**config.mk**
```make
export PLATFORM = sky130hd
export DESIGN_NAME = id_ex_stage
export DESIGN_NICKNAME = d
export VERILOG_FILES = /design/src/rtl/id_ex_stage_pkg.sv /design/src/rtl/id_ex_stage_load_use_detect.sv /design/src/rtl/id_ex_stage.sv
export SDC_FILE = /design/constraint.sdc
export NUM_CORES = 1
export LEC_CHECK = 0
export ABC_CLOCK_PERIOD_IN_PS = 3000
export CAP_MARGIN = 15
export CELL_PAD_IN_SITES_DETAIL_PLACEMENT = 0
export CELL_PAD_IN_SITES_GLOBAL_PLACEMENT = 2
export CORE_MARGIN = 5
export CORE_UTILIZATION = 24
export CTS_CLUSTER_SIZE = 12
export DETAILED_ROUTE_END_ITERATION = 10
export PLACE_DENSITY = 0.82
export SKIP_LAST_GASP = 1
export SLEW_MARGIN = 40
export SYNTH_ARGS = -nofsm -noshare
export SYNTH_HDL_FRONTEND = slang
export SYNTH_SLANG_ARGS = --single-unit
```
**constraint.sdc**
```tcl
create_clock -name clk -period 3 [get_ports clk]
set_input_delay 0.45 -clock clk [delete_from_list [all_inputs] [get_ports clk]]
set_output_delay 0.45 -clock clk [all_outputs]
set_load 0.1 [all_outputs]
```
**src/rtl/id_ex_stage_pkg.sv**
```systemverilog
// Shared encodings and the bubble constant for the ID/EX pipeline stage.
// Latency: n/a (types and constants only).
// Backpressure: n/a.
package id_ex_stage_pkg;

   // Write-back data select
   localparam logic [1:0] WD_FROM_ALU = 2'b00;
   localparam logic [1:0] WD_FROM_MEM = 2'b01;
   localparam logic [1:0] WD_FROM_PC  = 2'b10;

   // Next-PC select
   localparam logic [2:0] NPC_PLUS4  = 3'b000;
   localparam logic [2:0] NPC_BRANCH = 3'b001;
   localparam logic [2:0] NPC_JUMP   = 3'b010;
   localparam logic [2:0] NPC_JALR   = 3'b100;

   // Decoder control bundle carried through the stage
   typedef struct packed {
      logic       reg_write;
      logic       mem_write;
      logic [4:0] alu_op;
      logic [2:0] npc_op;
      logic       alu_src;
      logic [2:0] dm_type;
      logic [1:0] wd_sel;
      logic [1:0] gpr_sel;
   } ctrl_t;

   // Control values of an inserted bubble: no write-back, no store, sequential PC
   localparam ctrl_t CTRL_BUBBLE = '{
      reg_write: 1'b0,
      mem_write: 1'b0,
      alu_op:    5'd0,
      npc_op:    NPC_PLUS4,
      alu_src:   1'b0,
      dm_type:   3'd0,
      wd_sel:    WD_FROM_ALU,
      gpr_sel:   2'd0
   };

endpackage

```
**src/rtl/id_ex_stage_load_use_detect.sv**
```systemverilog
// Load-use hazard detector between the EX-stage load and the ID-stage reader.
// Latency: purely combinational.
// Backpressure: stall_o tells PC and IF/ID to hold while EX becomes a bubble.
module load_use_detect
   import id_ex_stage_pkg::*;
(
   input  logic       ex_valid_i,
   input  logic [1:0] ex_wdsel_i,
   input  logic [4:0] ex_rd_i,
   input  logic       id_valid_i,
   input  logic [4:0] id_rs1_i,
   input  logic [4:0] id_rs2_i,
   output logic       stall_o
);

   // A load into a real register that the next instruction reads must stall one cycle
   always_comb begin
      stall_o = ex_valid_i
             && (ex_wdsel_i == WD_FROM_MEM)
             && (ex_rd_i != 5'd0)
             && id_valid_i
             && ((ex_rd_i == id_rs1_i) || (ex_rd_i == id_rs2_i));
   end

endmodule

```
**src/rtl/id_ex_stage.sv**
```systemverilog
// ID/EX pipeline register with load-use stall, flush and hold handling.
// Latency: 1 cycle from ID inputs to EX outputs.
// Backpressure: hold_i freezes the stage; stall_o is raised to hold PC and IF/ID.
module id_ex_stage
   import id_ex_stage_pkg::*;
#(
   parameter int XLEN = 32
) (
   input  logic            clk,
   input  logic            rstn,
   input  logic            id_valid_i,
   input  logic [XLEN-1:0] id_pc_i,
   input  logic [XLEN-1:0] id_rs1_data_i,
   input  logic [XLEN-1:0] id_rs2_data_i,
   input  logic [XLEN-1:0] id_imm_i,
   input  logic [4:0]      id_rs1_i,
   input  logic [4:0]      id_rs2_i,
   input  logic [4:0]      id_rd_i,
   input  logic            RegWrite_i,
   input  logic            MemWrite_i,
   input  logic [4:0]      ALUOp_i,
   input  logic [2:0]      NPCOp_i,
   input  logic            ALUSrc_i,
   input  logic [2:0]      DMType_i,
   input  logic [1:0]      WDSel_i,
   input  logic [1:0]      GPRSel_i,
   input  logic            flush_i,
   input  logic            hold_i,
   output logic            ex_valid_o,
   output logic [XLEN-1:0] ex_pc_o,
   output logic [XLEN-1:0] ex_rs1_data_o,
   output logic [XLEN-1:0] ex_rs2_data_o,
   output logic [XLEN-1:0] ex_imm_o,
   output logic [4:0]      ex_rs1_o,
   output logic [4:0]      ex_rs2_o,
   output logic [4:0]      ex_rd_o,
   output logic            RegWrite_o,
   output logic            MemWrite_o,
   output logic [4:0]      ALUOp_o,
   output logic [2:0]      NPCOp_o,
   output logic            ALUSrc_o,
   output logic [2:0]      DMType_o,
   output logic [1:0]      WDSel_o,
   output logic [1:0]      GPRSel_o,
   output logic            stall_o,
   output logic [31:0]     bubble_cnt_o
);

   typedef struct packed {
      logic            valid;
      logic [XLEN-1:0] pc;
      logic [XLEN-1:0] rs1_data;
      logic [XLEN-1:0] rs2_data;
      logic [XLEN-1:0] imm;
      logic [4:0]      rs1;
      logic [4:0]      rs2;
      logic [4:0]      rd;
      ctrl_t           ctrl;
   } ex_t;

   localparam ex_t EX_BUBBLE = '{ctrl: CTRL_BUBBLE, default: '0};

   ex_t         ex_d, ex_q;
   ex_t         id_ex;
   logic [31:0] bubble_cnt_d, bubble_cnt_q;
   logic        stall;

   load_use_detect u_load_use_detect (
      .ex_valid_i (ex_q.valid),
      .ex_wdsel_i (ex_q.ctrl.wd_sel),
      .ex_rd_i    (ex_q.rd),
      .id_valid_i (id_valid_i),
      .id_rs1_i   (id_rs1_i),
      .id_rs2_i   (id_rs2_i),
      .stall_o    (stall)
   );

   // Next EX contents and bubble count: flush beats hold beats stall beats capture
   always_comb begin
      ex_d         = ex_q;
      bubble_cnt_d = bubble_cnt_q;

      id_ex.valid          = 1'b1;
      id_ex.pc             = id_pc_i;
      id_ex.rs1_data       = id_rs1_data_i;
      id_ex.rs2_data       = id_rs2_data_i;
      id_ex.imm            = id_imm_i;
      id_ex.rs1            = id_rs1_i;
      id_ex.rs2            = id_rs2_i;
      id_ex.rd             = id_rd_i;
      id_ex.ctrl.reg_write = RegWrite_i;
      id_ex.ctrl.mem_write = MemWrite_i;
      id_ex.ctrl.alu_op    = ALUOp_i;
      id_ex.ctrl.npc_op    = NPCOp_i;
      id_ex.ctrl.alu_src   = ALUSrc_i;
      id_ex.ctrl.dm_type   = DMType_i;
      id_ex.ctrl.wd_sel    = WDSel_i;
      id_ex.ctrl.gpr_sel   = GPRSel_i;

      if (flush_i) begin
         ex_d         = EX_BUBBLE;
         bubble_cnt_d = bubble_cnt_q + 32'd1;
      end else if (hold_i) begin
         ex_d         = ex_q;
      end else if (stall) begin
         ex_d         = EX_BUBBLE;
         bubble_cnt_d = bubble_cnt_q + 32'd1;
      end else if (id_valid_i) begin
         ex_d         = id_ex;
      end else begin
         // Empty ID slot: bubble without counting it as an inserted one
         ex_d         = EX_BUBBLE;
      end
   end

   // Pipeline register and bubble counter, cleared to bubble state by reset
   always_ff @(posedge clk or negedge rstn) begin
      if (!rstn) begin
         ex_q         <= EX_BUBBLE;
         bubble_cnt_q <= 32'd0;
      end else begin
         ex_q         <= ex_d;
         bubble_cnt_q <= bubble_cnt_d;
      end
   end

   assign ex_valid_o    = ex_q.valid;
   assign ex_pc_o       = ex_q.pc;
   assign ex_rs1_data_o = ex_q.rs1_data;
   assign ex_rs2_data_o = ex_q.rs2_data;
   assign ex_imm_o      = ex_q.imm;
   assign ex_rs1_o      = ex_q.rs1;
   assign ex_rs2_o      = ex_q.rs2;
   assign ex_rd_o       = ex_q.rd;
   assign RegWrite_o    = ex_q.ctrl.reg_write;
   assign MemWrite_o    = ex_q.ctrl.mem_write;
   assign ALUOp_o       = ex_q.ctrl.alu_op;
   assign NPCOp_o       = ex_q.ctrl.npc_op;
   assign ALUSrc_o      = ex_q.ctrl.alu_src;
   assign DMType_o      = ex_q.ctrl.dm_type;
   assign WDSel_o       = ex_q.ctrl.wd_sel;
   assign GPRSel_o      = ex_q.ctrl.gpr_sel;
   assign stall_o       = stall;
   assign bubble_cnt_o  = bubble_cnt_q;

endmodule

```
# --- Word-level counts from Yosys, hierarchy flattened ---
# Index checks and enable logic that the tools add are counted.
totals:
  register_bits: 194
  out_inout_bits: 195
op_classes:
  n_reduce_logical: 8
  mux: 7
  eq_ne: 4
  n_addsub: 1
op_table:
  columns: ["operator", "n"]
  rows:
  - ["2-to-1 mux 162 bit", 4]
  - ["2-to-1 mux 32 bit", 3]
  - ["adder 32 x 1 -> 32 bit (second input constant)", 1]
  - ["equality test 5 bit", 2]
  - ["nonzero test 5 bit", 1]
  - ["logical AND 1 bit", 4]
  - ["equality test 2 x 1 -> 1 bit (second input constant)", 1]
  - ["inequality test 2 bit (second input constant)", 1]
  - ["AND reduction 2 bit", 1]
  - ["nonzero test 2 bit", 1]
  - ["logical OR 1 bit", 1]

# --- Logic depth before layout (Yosys ltp) ---
# Gate-level depths: netlist (run 1).
depth:
  word_depth: 8
  mapped_depth: 8
  depth_no_buf: 7

# --- Modules after synthesis ---
# Synthesis (run 1) repeated with hierarchy kept, for this count alone.
unflattened:
  cells_unflattened: 511
  hier_area_um2: 7278.2
by_module_without_submodules:
  columns: ["mod", "n_inst", "area_each_um2", "cells_per_inst"]
  rows:
  - ["id_ex_stage", 1, 7138.1, 493]
  - ["load_use_detect", 1, 140.1, 18]

# --- Worst setup path before layout (run 1) ---
# OpenSTA, ideal clock, no wires.
synth_path:
  path_type: "reg2out"
  startpoint: "register ex_q, in the netlist ex_rd_o[0]"
  endpoint: "output port stall_o"
  setup_slack_ns: 0.212
  path_stages_with_launch: 5
  t_required_ns: 2.550
  n_path_buf: 0
  arrival_ns: 2.338
  cell_sequence: "dfrtp_1 -> xnor2_1 -> nand3_1 -> o22ai_2 -> and2_1"
synth_via:
  elab_chain_cells: 4
  word_cells_on_any_way: 7
  cone_classes: "eq/ne: 2; reduce/logical: 5"
synth_rtl:
  columns: ["element", "line_no", "rtl"]
  rows:
  - ["from (decl)", "id_ex_stage.sv:63", "ex_t ex_d, ex_q;"]
  - ["from (signal assigned)", "id_ex_stage.sv:119", "ex_q <= EX_BUBBLE;"]
  - ["from (signal assigned)", "id_ex_stage.sv:122", "ex_q <= ex_d;"]
  - ["nonzero test 5 bit", "id_ex_stage_load_use_detect.sv:20", "&& (ex_rd_i != 5'd0)"]
  - ["logical AND 1 bit", "id_ex_stage_load_use_detect.sv:20", null]
  - ["logical AND 1 bit", "id_ex_stage_load_use_detect.sv:21", "&& id_valid_i"]
  - ["logical AND 1 bit *", "id_ex_stage_load_use_detect.sv:22", "&& ((ex_rd_i == id_rs1_i) || (ex_rd_i == id_rs2_i));"]
  - ["to (decl)", "id_ex_stage.sv:45", "output logic stall_o,"]
# Mark *: on every way between the ends. The rest lies on a longest branch, timed or not.

# --- Final worst setup path (run 1) ---
# Same ends and word-level chain as after synthesis.

==> results of run 1 <==
==> worst max-delay path, cell delays in order, from the launching register on <==
cell     delay (ns)
dfrtp_1        0.47
or4_1          0.55
o21ai_1        0.23
inv_2          0.09
and2_1         0.20
buf_12         0.17
==> report_power, final <==
| group | internal (mW) | total [mW] | switching, mW |
|---|---|---|---|
| combinational | 0.512 | 1.93 | 1.41 |
| sequential | 2.75 | 2.88 | 0.126 |
| clock | 1.16 | 2.26 | 1.10 |
==> cell type report <==
| class | instances | area, um^2 |
|---|---|---|
| repair buffers | 373 | 3270 |
| multi-input cells | 446 | 2640 |
| clock buffers | 19 | 433 |
| clock inverters | 12 | 129 |
| well taps | 435 | 544 |
| fillers | 3217 | 19900 |
| inverters | 4 | 15.0 |
| flip-flops and latches | 194 | 4850 |
==> per-layer routing <==
layer,share of wire,GRT usage
met1,0.42,0.191
met2,0.46,0.224
met3,0.10,0.0628
met4,0.021,0.0501
met5,0.00070,0
==> cells by family (layout without fill, tap and decap cells) <==
family	count (synthesis)	in the layout
and+or+nand+nor	236	236
DFF	194	194
AOI/OAI and AO/OA	167	167
buffers and inverters	61	408
xor gates and xnor gates	41	41
adders and majority gates	1	1
muxes	1	1
==> cells in the final DEF, fill, tap and decap left out, types with 2 or more instances in the layout <==
master	instances
clkbuf_16	17
nand2b_1	2
clkinvlp_4	4
inv_1	3
buf_4	203
nor4_1	4
nor3b_1	2
xor2_1	26
nand4_1	2
buf_12	4
nand3_1	8
inv_8	3
xnor2_1	15
nor2b_1	2
and3_1	5
clkinv_4	3
clkdlybuf4s50_1	162
clkbuf_1	2
nor3_1	12
a22oi_1	161
a21oi_1	2
buf_6	2
nor4b_1	3
dfrtp_1	194
nor2_1	173
nand2_1	17
==> state kept, by name, indices dropped and copies added (netlist names), 2 cells and up <==
name,flops
ALUOp_o,5
DMType_o,3
GPRSel_o,2
NPCOp_o,3
WDSel_o,2
bubble_cnt_o,32
ex_imm_o,32
ex_pc_o,32
ex_rd_o,5
ex_rs1_data_o,32
ex_rs1_o,5
ex_rs2_data_o,32
ex_rs2_o,5
==> worst max-delay path by stage <==
stage	depth (start not counted)	slack (ns)	endpoint	startpoint
2_1_floorplan	4	0.21	stall_o	ex_rd_o[0]
3_3_place_gp	8	0.48	bubble_cnt_o[20]	id_rs1_i[0]
3_5_place_dp	8	0.49	bubble_cnt_o[20]	id_rs1_i[0]
4_1_cts	5	0.32	stall_o	ex_rd_o[0]
5_1_grt	5	0.30	stall_o	ex_rd_o[0]
6_report	5	0.38	stall_o	ex_rd_o[0]
==> repair_timing <==
action,CTS,global route
endpoints found under the hold margin,38,0
hold buffers,1,0
setup buffers,0,0
==> through the flow <==
| stage | instance area (um^2) | hold WS (ns) | util |
|---|---|---|---|
| 6_report | 11900 | 0.478 | 0.374 |
| 3_3_place_gp | 11300 | 0.419 | 0.356 |
| 2_1_floorplan | 7770 | 0.154 | - |
| 5_1_grt | 11900 | 0.510 | 0.374 |
| 4_1_cts | 11900 | 0.484 | 0.374 |
| 3_5_place_dp | 11300 | 0.419 | 0.356 |
==> flow_summary.yaml, run 1 <==
setup_path:
  worst-setup-path-type: "flip-flop to output port"
  r2r_cells: 7
  r2r_start: "ex_rd_o[0]"
  required_ns: 2.55
  reg2reg_slack_ns: 0.56
  r2r_end: "ex_rs1_data_o[29]"
  crit_path_end_kind: "output port"
  start_kind: "flip-flop"
  crit_arrival_ns: 2.17
  crit_path_max_fanout: 5
yosys:
  ys_types: 33
  synth-async-reset-ratio: 1.00
  synth-adder-area-share: 0.00161
  synthesis.area_mm2: 0.00777
  yosysSeqAreaShare: 0.625
  synth.most_common_cell: "dfrtp_1"
  synth_nets: 868
  netlist_top_cells_count: "dfrtp_1, nor2_1, a22oi_1"
  synth-seq-cells: 194
  synth_ff_type: "dfrtp_1"
  synthTopCellsByArea: "dfrtp_1, a22oi_1, nor2_1"
  synth_top_area_cell: "dfrtp_1"
  synth_simple_gate_area_frac: 0.128
  synth_xor_area_frac: 0.0462
  synth.yosys.warnings: 0
  synth_area_per_cell_um2: 11.1
  synth.area.mux_share: 0.00145
  yosysTopAreaCellShare: 0.625
  synth-edff-count: 0
  syn_inst: 701
  synth_top_family_by_area: "compound AO/OA/AOI/OAI gates"
  synth-compound-area-share: 0.162
hold_path:
  hp-class: "flip-flop to flip-flop"
  whs_path_depth: 1
  hp-start: "bubble_cnt_o[31]"
  hold_end: "bubble_cnt_o[31]"
sta:
  hold_violations: 0
  period_minus_slack_ns: 2.62
  worst_slew_pin_slew_ns: 0.846
  max_slew_margin: 0.436
  rsz0062_at_grt: "no"
  final-setup-viol-count: 0
  setup_tns_ns: 0
  slew_violations: 0
  fmax_mhz: 381
  fin_skew_ns: 0.0137
  fin_ws_ns: 0.378
  timing.final.crit_share: 0.874
routing:
  ant_nets: 0
  wire_per_inst_um: 18.4
  wirelength_um: 27200
  drt-pass1-iter-count: 4
  num_vias: 6737
  drc: 0
  drtIter0Drc: 387
  viasPerCell: 4.54
die:
  start_util: 0.244
  die-area_mm2: 0.0361
  fp.coreArea_mm2: 0.0318
  io_pins: 361
  num_rows: 65
  die_w_um: 190
  die_height_um: 190
global_routing:
  grt_usage: 0.148
  grt_pass1_vias: 6999
  grt_max_degree: 115
  grt-ovfl-total: 0
  antenna_found_initial: 1
  grt_pass1_wl_um: 42100
clock_network:
  cts_root_buffer: "clkbuf_16"
  path_clk_slew_ns: 0.08
  post_cts_resized: 0
  cts_buffer_depth: 2
  insertion_delay_ns: 0.45
  cts_buffers: 17
  tritoncts: "done"
  htree_levels: 4
  clkSinkCount: 194
layout:
  fin_nets: 1203
  antennaDiodeCount: 0
  drive_above_1_share: 0.234
  final_cell_count_no_fill: 1483
  area_growth_pct: 53.0
placed_design:
  post-place-cells: 1451
  hpwl_um: 18800
  dp_slack_ns: 0.489
  port-buffer-count: 360
  place.gp.congestion: 0.762
power_and_ir_drop:
  power_density_mw_per_mm2: 594
  power_leakage_nw: 5.56
  max-vdd-ir-drop_uv: 610
  power.total_mw: 7.06
flow_run:
  cap_viol_max_count: 0
status:
  status: "complete, no violations"
(Power assumes the default switching activity.)
==> inputs of run 2 (changes only) <==
ABC_CLOCK_PERIOD_IN_PS = 2600   (was 3000)
PLACE_DENSITY = 0.79   (was 0.82)
clock period = 2.6 ns   (was 3 ns; I/O delays follow)
==> flow_summary.yaml, run 2 (same netlist as run 1, synthesis figures left out) <==
setup_path:
  crit_arrival_ns: 2.11
  worst-setup-path-type: "flip-flop to output port"
  r2r_end: "bubble_cnt_o[18]"
  required_ns: 2.21
  r2r_start: "bubble_cnt_o[0]"
  start_kind: "flip-flop"
  cpPeakStageDelay_ns: 0.54
  crit_chain: "or4_1 -> o21ai_2 -> inv_2 -> buf_4 -> and2_2 -> buf_12"
  r2r_cells: 7
  crit_path_end_kind: "output port"
  reg2reg_slack_ns: 0.28
  slowest_stage: "or4_1"
  crit_path_max_fanout: 2
sta:
  whs_ns: 0.442
  period_minus_slack_ns: 2.50
  timing.final.crit_share: 0.961
  fin_skew_ns: 0.0120
  fmax_mhz: 400
  worst_slew_pin_slew_ns: 0.762
  rsz0062_at_grt: "no"
  slew_violations: 0
  final-setup-viol-count: 0
  max_slew_margin: 0.492
  hold_violations: 0
die:
  start_util: 0.244
  fp.coreArea_mm2: 0.0318
  die-area_mm2: 0.0361
  num_rows: 65
  io_pins: 361
  die_height_um: 190
  die_w_um: 190
routing:
  drtIter0Drc: 332
  num_vias: 6732
  drc: 0
  viasPerCell: 4.49
  ant_nets: 0
  drt-pass1-iter-count: 4
  wirelength_um: 27500
  wire_per_inst_um: 18.3
layout:
  utilization: 0.379
  final_common_cell: "buf_4"
  drive_above_1_share: 0.253
  fin_nets: 1217
  final_cell_mix: "buf_4, dfrtp_1, nor2_1, clkdlybuf4s50_1, a22oi_1"
  area_growth_pct: 55.1
  antennaDiodeCount: 0
power_and_ir_drop:
  power_leakage_nw: 5.65
  power.switching_mw: 3.07
  pwr-share-comb: 0.271
  seqPwrFrac: 0.400
  power_density_mw_per_mm2: 689
  power_frac_clock: 0.329
  max-vdd-ir-drop_uv: 404
  power.total_mw: 8.31
  swShare: 0.370
  cellInternalPower_mw: 5.23
clock_network:
  insertion_delay_ns: 0.45
  path_clk_slew_ns: 0.08
  tritoncts: "done"
  htree_levels: 4
  cts_buffer_depth: 2
  cts_root_buffer: "clkbuf_16"
  clkSinkCount: 194
  cts_buffers: 17
hold_path:
  whs_path_depth: 3
  hp-class: "input port to flip-flop"
  hold_end: "ex_imm_o[13]"
  hp-start: "flush_i"
placed_design:
  port-buffer-count: 360
  place.gp.congestion: 0.773
  hpwl_um: 19600
global_routing:
  grt-ovfl-total: 0
  grt_usage: 0.149
  antenna_found_initial: 1
  grt_max_degree: 84
  grt_pass1_vias: 6996
  grt_pass1_wl_um: 42500
flow_run:
  cap_viol_max_count: 0
status:
  status: "complete, no violations"
## run 2: changes by cell type in the layout (fill, tap and decap cells not counted), moves of 2 or more
| cell | delta |
|---|---|
| buf_4 | +13 |
| clkinv_4 | -2 |
| dfrtp_1 | -6 |
| dfrtp_2 | +6 |
| inv_6 | +4 |
## run 2: power by group through the flow
| stage | logic (mW) | registers [mW] | clock network [mW] |
|---|---|---|---|
| 2_1_floorplan | 0.360 | 4.51 | 0 |
| 3_5_place_dp | 2.27 | 3.38 | 0 |
| 5_1_grt | 2.35 | 3.35 | 2.95 |
| 4_1_cts | 2.27 | 3.32 | 2.84 |
| 3_3_place_gp | 2.25 | 3.38 | 0 |
| 6_report | 2.25 | 3.32 | 2.73 |
## run 2: final cells by class
type	instances	area, um^2
fillers	3159	19700
flip-flops and latches	194	4860
repair buffers	387	3390
multi-input cells	446	2650
well taps	435	544
clock buffers	18	429
clock inverters	14	165
inverters	4	15.0
## run 2: worst max path at each step
stage,startpoint,to,slack (ns),depth (start not counted)
2_1_floorplan,bubble_cnt_o[18],bubble_cnt_o[31],0.001,6
3_3_place_gp,id_rs2_i[4],bubble_cnt_o[1],-0.01,6
3_5_place_dp,id_rs1_i[2],bubble_cnt_o[28],0.13,8
4_1_cts,ex_rd_o[0],stall_o,0.03,6
5_1_grt,ex_rd_o[0],stall_o,0.02,6
6_report,ex_rd_o[0],stall_o,0.10,6
## run 2: metal layers
layer	part of all wire	vias up	wire length, um	global-route usage
met2	0.44	269	12200	0.220
li1	-	3159	-	-
met4	0.017	2	478	0.0467
met5	0.00025	-	7	0
met3	0.11	28	2910	0.0677
met1	0.43	3274	11900	0.197
## run 2: metrics by stage
step | setup TNS [ns] | instance area, um^2 | setup slack (ns) | std cells
2_1_floorplan | 0 | 7780 | 0.00110 | 701
3_3_place_gp | -0.0150 | 11400 | -0.0150 | 1463
3_5_place_dp | 0 | 11400 | 0.127 | 1464
4_1_cts | 0 | 12000 | 0.0323 | 1497
5_1_grt | 0 | 12100 | 0.0196 | 1498
6_report | 0 | 12100 | 0.101 | 1498
## run 2: worst max-delay path, delay by kind of cell (launching register included)
kind | cells | cell delay [ns]
buf+inv | 3 | 0.35
compound gates | 1 | 0.16
simple gates | 2 | 0.74
flops | 1 | 0.41
## run 2: timing repair
action,in CTS,in global routing
setup buffers,0,1
resized for setup,0,1
setup endpoints to repair,0,1
endpoints found under the hold margin,56,0
hold buffers,1,0
==> inputs of run 3 (changes only) <==
PLACE_DENSITY = 0.82   (was 0.79)
SETUP_SLACK_MARGIN = 0.5   (was unset)
==> flow_summary.yaml, run 3 (same netlist as run 1, synthesis figures left out) <==
status:
  status: "complete, no violations"
layout:
  drive_above_1_share: 0.331
  area_growth_pct: 69.7
  fin_nets: 1259
  multi_input_area_mm2: 0.00289
  antennaDiodeCount: 0
  nFillCells: 3085
  final_common_cell: "buf_4"
  final_cell_mix: "buf_4, nor2_1, dfrtp_1, clkdlybuf4s50_1, a22oi_1"
  design_area_mm2: 0.0132
  regArea_mm2: 0.00491
setup_path:
  worst-setup-path-type: "flip-flop to flip-flop"
  cp_common_cell: "buf_12"
  slowest_stage: "or4_4"
  crit_chain: "or4_4 -> o21ai_4 -> inv_2 -> buf_6 -> a21oi_4 -> buf_12 -> buf_12 -> buf_4 -> buf_12 -> a22oi_1 -> nor2_1"
  crit_path_max_fanout: 6
  start_kind: "flip-flop"
  required_ns: 2.96
  cpPeakStageDelay_ns: 0.55
  crit_arrival_ns: 2.79
  crit_path_end_kind: "flip-flop"
sta:
  period_minus_slack_ns: 2.43
  final-setup-viol-count: 0
  whs_ns: 0.00358
  slew_violations: 0
  rsz0062_at_grt: "yes"
  fin_skew_ns: 0.00828
  hold_violations: 0
  max_slew_margin: 0.525
  fmax_mhz: 412
  timing.final.crit_share: 0.933
  worst_slew_pin_slew_ns: 0.713
  setup_tns_ns: 0
  fin_ws_ns: 0.174
routing:
  wire_per_inst_um: 18.9
  num_vias: 7026
  drc: 0
  drt-pass1-iter-count: 4
  ant_nets: 0
  wirelength_um: 29200
  drtIter0Drc: 345
  viasPerCell: 4.56
clock_network:
  postCtsHoldBufs: 0
  tritoncts: "done"
  cts_buffer_depth: 2
  insertion_delay_ns: 0.44
  htree_levels: 4
  cts_root_buffer: "clkbuf_16"
  clkSinkCount: 194
  path_clk_slew_ns: 0.07
  cts_buffers: 17
die:
  start_util: 0.244
  die_w_um: 190
  fp.coreArea_mm2: 0.0318
  die-area_mm2: 0.0361
  die_height_um: 190
  num_rows: 65
  io_pins: 361
flow_run:
  cap_viol_max_count: 0
power_and_ir_drop:
  power_density_mw_per_mm2: 646
  max-vdd-ir-drop_uv: 482
  power_leakage_nw: 6.07
  power.total_mw: 8.52
placed_design:
  place.gp.congestion: 0.746
  dp_slack_ns: 0.120
  hpwl_um: 18900
  post_dp_cell_area_mm2: 0.0116
  port-buffer-count: 360
global_routing:
  grt_usage: 0.155
  grt_pass1_wl_um: 43600
  antenna_found_initial: 0
  grt_pass1_vias: 7268
  grt_max_degree: 87
  grt-ovfl-total: 0
hold_path:
  hp-class: "input port to async pin"
-- run 3: cell types whose count changed in the layout (fill, tap and decap cells not counted), moves of 7 or more --
cell	before	now
a22oi_2	0	7
buf_16	0	11
dfrtp_2	6	23
buf_12	5	14
a22oi_1	161	154
buf_6	2	12
dfrtp_1	188	163
dfrtp_4	0	8
-- run 3: worst paths after layout --
check	startpoint	to	slack, ns	cells after the start
max reg2reg	ex_rd_o[0]	ex_rs1_data_o[19]	0.17	11
min in group clk	bubble_cnt_o[31]	bubble_cnt_o[31]	0.48	1
min reg2reg	bubble_cnt_o[31]	bubble_cnt_o[31]	0.48	1
min	rstn	bubble_cnt_o[29]	0.004	1
max	ex_rd_o[0]	ex_rs1_data_o[19]	0.17	11
max in group asynchronous	rstn	ex_rs1_data_o[28]	1.85	2
-- run 3: repair_timing --
item                       4_1_cts  5_1_grt
setup buffers                   22       14
cloned                          10        6
gates resized for setup         24       31
pin swaps                       17       46
setup endpoints to repair      192      194
-- run 3: stage by stage --
step | util | std cells
5_1_grt | 0.415 | 1540
6_report | 0.415 | 1540
4_1_cts | 0.401 | 1520
2_1_floorplan | - | 701
3_3_place_gp | 0.364 | 1456
3_5_place_dp | 0.364 | 1456
-- run 3: area by class of cell --
| class | instances | area share |
|---|---|---|
| clock buffer | 19 | 0.0336 |
| clock inverter | 13 | 0.0114 |
| inverter | 4 | 0.00114 |
| multi-input combinational | 446 | 0.219 |
| sequential | 194 | 0.373 |
| tap | 435 | 0.0413 |
| timing repair buffer | 429 | 0.321 |
-- run 3: power breakdown --
| part | internal (mW) | switching, mW |
|---|---|---|
| clock | 1.47 | 1.26 |
| sequential | 3.20 | 0.166 |
| combinational | 0.748 | 1.69 |
-- run 3: metal layers --
metal  GRT usage  part of all wire  wire, um  up-vias
li1            -                 -         -     3242
met4      0.0473             0.015       433        0
met1       0.198              0.42     12300     3494
met3      0.0640             0.091      2660       25
met2       0.242              0.47     13700      265
met5           0                 0         0        -
-- run 3: critical path: cells and delay by family (launching register included) --
family / cells / cell delay, ns
and+or+nand+nor: 2 / 0.68
buffers and inverters: 6 / 0.71
AOI/OAI and AO/OA: 3 / 0.46
DFF: 1 / 0.49
